$ cat config.mk
export PLATFORM = sky130hd
export DESIGN_NAME = demux3_buf_flat
export DESIGN_NICKNAME = d
export VERILOG_FILES = /design/src/rtl/demux3_buf_pkg.sv /design/src/rtl/demux3_buf_if.sv /design/src/rtl/demux3_buf_out_slot.sv /design/src/rtl/demux3_buf.sv /design/src/flat_wrapper.sv
export SDC_FILE = /design/constraint.sdc
export NUM_CORES = 1
export LEC_CHECK = 0
export BUFFER_PORTS_ARGS = -buffer_cell sky130_fd_sc_hd__buf_4
export CORE_MARGIN = 2
export CORE_UTILIZATION = 44
export CTS_CLUSTER_DIAMETER = 80
export DETAILED_ROUTE_END_ITERATION = 12
export HOLD_SLACK_MARGIN = 0.05
export PLACE_DENSITY_LB_ADDON = 0.12
export SLEW_MARGIN = 20
export SYNTH_ARGS = -nofsm -noshare
export SYNTH_HDL_FRONTEND = slang
export SYNTH_SLANG_ARGS = --single-unit
$ cat constraint.sdc
create_clock -name clk -period 1.6 [get_ports clk]
set_clock_uncertainty 0.2 [all_clocks]
set_input_delay 0.08 -clock clk [delete_from_list [all_inputs] [get_ports clk]]
set_output_delay 0.08 -clock clk [all_outputs]
set_load 0.01 [all_outputs]
$ cat src/rtl/demux3_buf_pkg.sv
// Shared encodings and widths for the three-way buffered demux.
// Select codes are the wire encoding of in_sel; SEL_DROP discards the word.
package demux3_pkg;

  localparam int NUM_CH     = 3;
  localparam int SEL_W      = 2;
  localparam int DROP_CNT_W = 8;

  typedef enum logic [SEL_W-1:0] {
    SEL_CH0  = 2'b00,
    SEL_CH1  = 2'b01,
    SEL_CH2  = 2'b10,
    SEL_DROP = 2'b11
  } sel_e;

  function automatic logic sel_is_drop(input logic [SEL_W-1:0] sel);
    return sel == SEL_DROP;
  endfunction

endpackage

$ cat src/rtl/demux3_buf_if.sv
// Producer/consumer bundle for demux3_buf: one input stream, three output channels.
// master = the environment driving words in and taking them out; slave = the block.
interface demux3_buf_if #(
  parameter int WIDTH = 8
);

  logic                                in_valid;
  logic                                in_ready;
  logic [WIDTH-1:0]                    in_data;
  logic [demux3_pkg::SEL_W-1:0]        in_sel;
  logic [demux3_pkg::NUM_CH-1:0]       out_valid;
  logic [demux3_pkg::NUM_CH-1:0]       out_ready;
  logic [WIDTH-1:0]                    out_data0;
  logic [WIDTH-1:0]                    out_data1;
  logic [WIDTH-1:0]                    out_data2;
  logic [demux3_pkg::DROP_CNT_W-1:0]   drop_cnt;

  modport master (
    output in_valid, in_data, in_sel, out_ready,
    input  in_ready, out_valid, out_data0, out_data1, out_data2, drop_cnt
  );

  modport slave (
    input  in_valid, in_data, in_sel, out_ready,
    output in_ready, out_valid, out_data0, out_data1, out_data2, drop_cnt
  );

endinterface

$ cat src/rtl/demux3_buf_out_slot.sv
// One-entry output buffer for a single channel.
// Load wins over drain, so a full slot can refill in the cycle it empties.
module out_slot #(
  parameter int WIDTH = 8
) (
  input  logic             clk,
  input  logic             reset,
  input  logic             load,
  input  logic [WIDTH-1:0] load_data,
  input  logic             drain,
  output logic             valid,
  output logic [WIDTH-1:0] data
);

  logic             r_valid;
  logic [WIDTH-1:0] r_data;

  always_ff @(posedge clk or posedge reset) begin
    if (reset) begin
      r_valid <= 1'b0;
      r_data  <= '0;
    end else if (load) begin
      r_valid <= 1'b1;
      r_data  <= load_data;
    end else if (drain) begin
      // data is left as-is on drain; only the valid flag clears
      r_valid <= 1'b0;
    end
  end

  assign valid = r_valid;
  assign data  = r_data;

endmodule

$ cat src/rtl/demux3_buf.sv
// Routes one input stream to three one-entry channel buffers or drops it.
// Holds only the ready decode, per-channel load enables and the drop counter.
module demux3_buf
  import demux3_pkg::*;
#(
  parameter int WIDTH = 8
) (
  input  logic         clk,
  input  logic         reset,
  demux3_buf_if.slave  bus
);

  localparam logic [DROP_CNT_W-1:0] DROP_MAX = '1;
  localparam logic [DROP_CNT_W-1:0] DROP_ONE = DROP_CNT_W'(1);

  logic [NUM_CH-1:0]            w_valid;
  logic [NUM_CH-1:0]            w_drain;
  logic [NUM_CH-1:0]            w_free;
  logic [NUM_CH-1:0]            w_load;
  logic [NUM_CH-1:0][WIDTH-1:0] w_data;
  logic                         w_is_drop;
  logic                         w_xfer;
  logic                         w_ready;
  logic [DROP_CNT_W-1:0]        r_drop_cnt;

  assign w_is_drop = sel_is_drop(bus.in_sel);
  assign w_drain   = w_valid & bus.out_ready;
  // a slot can take a word if empty or if its current word leaves this cycle
  assign w_free    = ~w_valid | bus.out_ready;

  always_comb begin
    w_ready = 1'b1;
    if (!w_is_drop) w_ready = w_free[bus.in_sel];
  end

  assign w_xfer       = bus.in_valid & w_ready;
  assign bus.in_ready = w_ready;

  generate
    for (genvar i = 0; i < NUM_CH; i++) begin : g_ch
      assign w_load[i] = w_xfer && (bus.in_sel == SEL_W'(i));

      out_slot #(.WIDTH(WIDTH)) u_slot (
        .clk       (clk),
        .reset     (reset),
        .load      (w_load[i]),
        .load_data (bus.in_data),
        .drain     (w_drain[i]),
        .valid     (w_valid[i]),
        .data      (w_data[i])
      );
    end
  endgenerate

  assign bus.out_valid = w_valid;
  assign bus.out_data0 = w_data[0];
  assign bus.out_data1 = w_data[1];
  assign bus.out_data2 = w_data[2];

  always_ff @(posedge clk or posedge reset) begin
    if (reset) begin
      r_drop_cnt <= '0;
    end else if (w_xfer && w_is_drop && (r_drop_cnt != DROP_MAX)) begin
      r_drop_cnt <= r_drop_cnt + DROP_ONE;
    end
  end

  assign bus.drop_cnt = r_drop_cnt;

endmodule

$ cat src/flat_wrapper.sv
// flat-port wrapper written by rule: the top's interface ports become plain ports
module demux3_buf_flat import demux3_pkg::*;
#(
  parameter int WIDTH = 8
)
  (clk, reset, bus_in_valid, bus_in_data, bus_in_sel, bus_out_ready, bus_in_ready, bus_out_valid, bus_out_data0, bus_out_data1, bus_out_data2, bus_drop_cnt);
  demux3_buf_if #(.WIDTH(WIDTH)) bus_i ();
  input  logic clk;
  input  logic reset;
  input wire logic [$bits(bus_i.in_valid)-1:0] bus_in_valid;
  input wire logic [$bits(bus_i.in_data)-1:0] bus_in_data;
  input wire logic [$bits(bus_i.in_sel)-1:0] bus_in_sel;
  input wire logic [$bits(bus_i.out_ready)-1:0] bus_out_ready;
  output wire logic [$bits(bus_i.in_ready)-1:0] bus_in_ready;
  output wire logic [$bits(bus_i.out_valid)-1:0] bus_out_valid;
  output wire logic [$bits(bus_i.out_data0)-1:0] bus_out_data0;
  output wire logic [$bits(bus_i.out_data1)-1:0] bus_out_data1;
  output wire logic [$bits(bus_i.out_data2)-1:0] bus_out_data2;
  output wire logic [$bits(bus_i.drop_cnt)-1:0] bus_drop_cnt;
  assign bus_i.in_valid = bus_in_valid;
  assign bus_i.in_data = bus_in_data;
  assign bus_i.in_sel = bus_in_sel;
  assign bus_i.out_ready = bus_out_ready;
  assign bus_in_ready = bus_i.in_ready;
  assign bus_out_valid = bus_i.out_valid;
  assign bus_out_data0 = bus_i.out_data0;
  assign bus_out_data1 = bus_i.out_data1;
  assign bus_out_data2 = bus_i.out_data2;
  assign bus_drop_cnt = bus_i.drop_cnt;
  demux3_buf #(.WIDTH(WIDTH)) u_core (.clk(clk), .reset(reset), .bus(bus_i));
endmodule
==> impl_metrics.yaml <==
sta:
  fmax_ghz: 0.613
  finalCritPeriodShare_pct: 102
  report.final.slew_viol_count: 0
  finalHoldViolations: 0
  fin_ws_ps: -30.5
  final.min_clock_period_ps: 1630
  slew_headroom_pct: 70.4
  worst_pin_slew_ps: 444
  setup_viol: 1
  grt_setup_unrepaired: "yes"
cells_and_area:
  final-seq-area_um2: 878
  multiInputGateArea_um2: 627
  layout_commonest_cell: "buf_4"
  final_cell_mix: "buf_4, dfrtp_1, dlygate4sd3_1, mux2_1, mux2_2"
  antenna_cells: 0
  syn2layout_area_growth_pct: 52.5
  drive_gt1_share_pct: 50.0
  final_area_mm2: 0.00228
  nets: 208
  instances_no_fill: 238
  fillers: 284
  fin_util_pct: 69.0
cts:
  cts_buffers: 5
  cts_tree: "built"
  insertion_delay_ps: 330
  clk_pin_slew_ps: 90
  clock_sinks: 35
  clock_path_buffers: 2
  h-tree-depth: 2
  ctsRootBufferMaster: "clkbuf_4"
pwr:
  p_int_w: 0.00178
  cellPowerDensity_mw_per_mm2: 1130
  leakage_nw: 1.08
  switching_share_pct: 31.0
  p_comb_share_pct: 35.6
  peakVddDrop_uv: 684
  p_switching_w: 0.000801
  seq_power_share_pct: 47.0
  pwr-share-clk_pct: 17.4
placement:
  dpl.hpwl_um: 2300
  io_buffer_count: 51
  place_congestion: 0.789
  dp_cells: 209
  placed_cell_area_mm2: 0.00196
global_route:
  grt_pass1_vias: 1225
  grt.total_usage_pct: 19.4
  gr-total-overflow: 0
  grt_pass1_wl_um: 5770
  grt_max_degree: 36
  antenna_found_initial: 0
job:
  drv_cap: 0
drt:
  drc: 0
  wire_per_inst_um: 15.4
  drtIter0Drc: 35
  routed_wl_um: 3660
  firstDrtPassIters: 4
  ant_nets: 0
  vias_per_cell: 4.92
  via_count: 1170
synth:
  synth_nets: 127
  seq_area_frac_synth_pct: 58.5
  synth_area_leaders: "dfrtp_1, mux2_1, mux2_2, buf_4, nand2_1"
  ys_warn_count: 0
  yosys.area.top_type: "dfrtp_1"
  syn_inst: 110
  synth.distinct_cells: 28
  yosysTopAreaCellShare_pct: 58.5
  synth-seq-cells: 35
  syn_area_per_cell_um2: 13.6
  syn_area_mm2: 0.00150
setup_path:
  worstPathRequired_ps: 1320
  cp_data_arrival_time_ps: 1350
  crit_fanout: 3
  path_class: "in2out"
  start_kind: "input port"
  worst_setup_path_end_kind: "output pin"
run_status:
  outcome: "finished, violations left"
  violations: "setup timing"
floorplanning:
  ioPinCount: 52
  core_area_mm2: 0.00331
  start_util_pct: 45.2
  die_w_um: 62.3
  floorplan.rows: 21
  dieArea_mm2: 0.00389
  die_y_um: 62.3
min_path:
  holdCritPathClass: "in2reg"
-- logic make-up after synthesis --
group | synth area share, %
buffers and inverters | 3.26
multiplexers | 20.2
XOR/XNOR | 2.34
flip-flops | 58.5
AO/OA/AOI/OAI | 2.76
adder cells (fa/ha/maj) | 0.835
AND/OR/NAND/NOR | 12.1
-- layer usage --
layer	track usage, %	vias up	wire, µm
met2	36.3	31	2040
met3	4.35	9	146
li1	-	539	-
met1	20.8	591	1390
met5	0	-	0
met4	8.33	0	79
-- flip-flops by register name, summed over array words and instances (netlist names) --
name and flops:
u_core.g_ch.u_slot.valid 3, u_core.g_ch.u_slot.data 24, u_core.bus.drop_cnt 8
-- timing repair --
item                                   in CTS  in global routing
gates resized for setup                     0                 13
endpoints found under the hold margin      63                  0
hold buffers                               17                  0
setup endpoints to repair                   0                 25
setup buffers                               0                  4
-- synthesized netlist by cell type --
master,count
nor2_4,1
nor3_1,1
mux2_2,12
buf_4,4
nand4_4,1
o2111a_1,1
and3_1,1
mux2i_1,1
and3_4,1
o21ai_1,1
nand3b_2,1
xor2_1,2
inv_1,2
nand3_1,4
a21oi_1,2
nor2b_2,1
nand2_1,7
nor2b_1,1
buf_6,1
nand2b_1,3
nor2_1,5
ha_1,1
dfrtp_1,35
xnor2_1,2
nand4_1,1
mux2_1,14
nor3_2,1
o21ai_0,3
-- through the flow --
| step | TNS, ps | setup WS [ps] | total power (W) | hold slack, ps |
|---|---|---|---|---|
| 3_3_place_gp | 0 | 113 | 0.00204 | 4.19 |
| 5_1_grt | -67.3 | -25.1 | 0.00274 | 82.2 |
| 2_1_floorplan | 0 | 22.4 | 0.00159 | 11.7 |
| 6_report | -30.5 | -30.5 | 0.00258 | 74.8 |
| 3_5_place_dp | 0 | 36.3 | 0.00208 | 13.2 |
| 4_1_cts | 0 | 12.2 | 0.00257 | 66.7 |
-- critical path, stage by stage --
cell           delay, ps
dlygate4sd3_1        570
buf_4                150
nand2b_4             140
mux2i_1              130
o21ai_0              110
buf_4                170
-- path summary, 6_finish.rpt --
kind,end,cells past startpoint,start,slack (ps)
worst max-delay path,bus_in_ready,6,bus_out_ready[2],-30
worst min-delay path,u_core.g_ch[0].u_slot.valid,4,bus_in_sel[0],70
worst max register to register,u_core.g_ch[1].u_slot.data[3],5,u_core.g_ch[1].u_slot.valid,40
worst min register to register,u_core.g_ch[2].u_slot.data[0],1,u_core.g_ch[2].u_slot.data[0],300
max in group asynchronous,u_core.bus.drop_cnt[0],4,reset,670
min in group asynchronous,u_core.g_ch[2].u_slot.valid,4,reset,200
-- cell type report --
cell class / instances / share of cell area, %
repair buffers: 79 / 29.1
clock buffers: 7 / 1.97
multi-input cells: 68 / 27.4
clock inverters: 1 / 0.219
flip-flops and latches: 35 / 38.4
inverters: 2 / 0.329
well taps: 46 / 2.52
-- power by group through the flow --
stage          registers, W  logic, W  clock network, W
6_report            0.00121  0.000921          0.000449
2_1_floorplan       0.00134  0.000247                 0
3_3_place_gp        0.00122  0.000822                 0
3_5_place_dp        0.00123  0.000854                 0
5_1_grt             0.00124  0.000988          0.000511
4_1_cts             0.00121  0.000889          0.000473
Note: power is estimated with default switching activity, not from simulation.
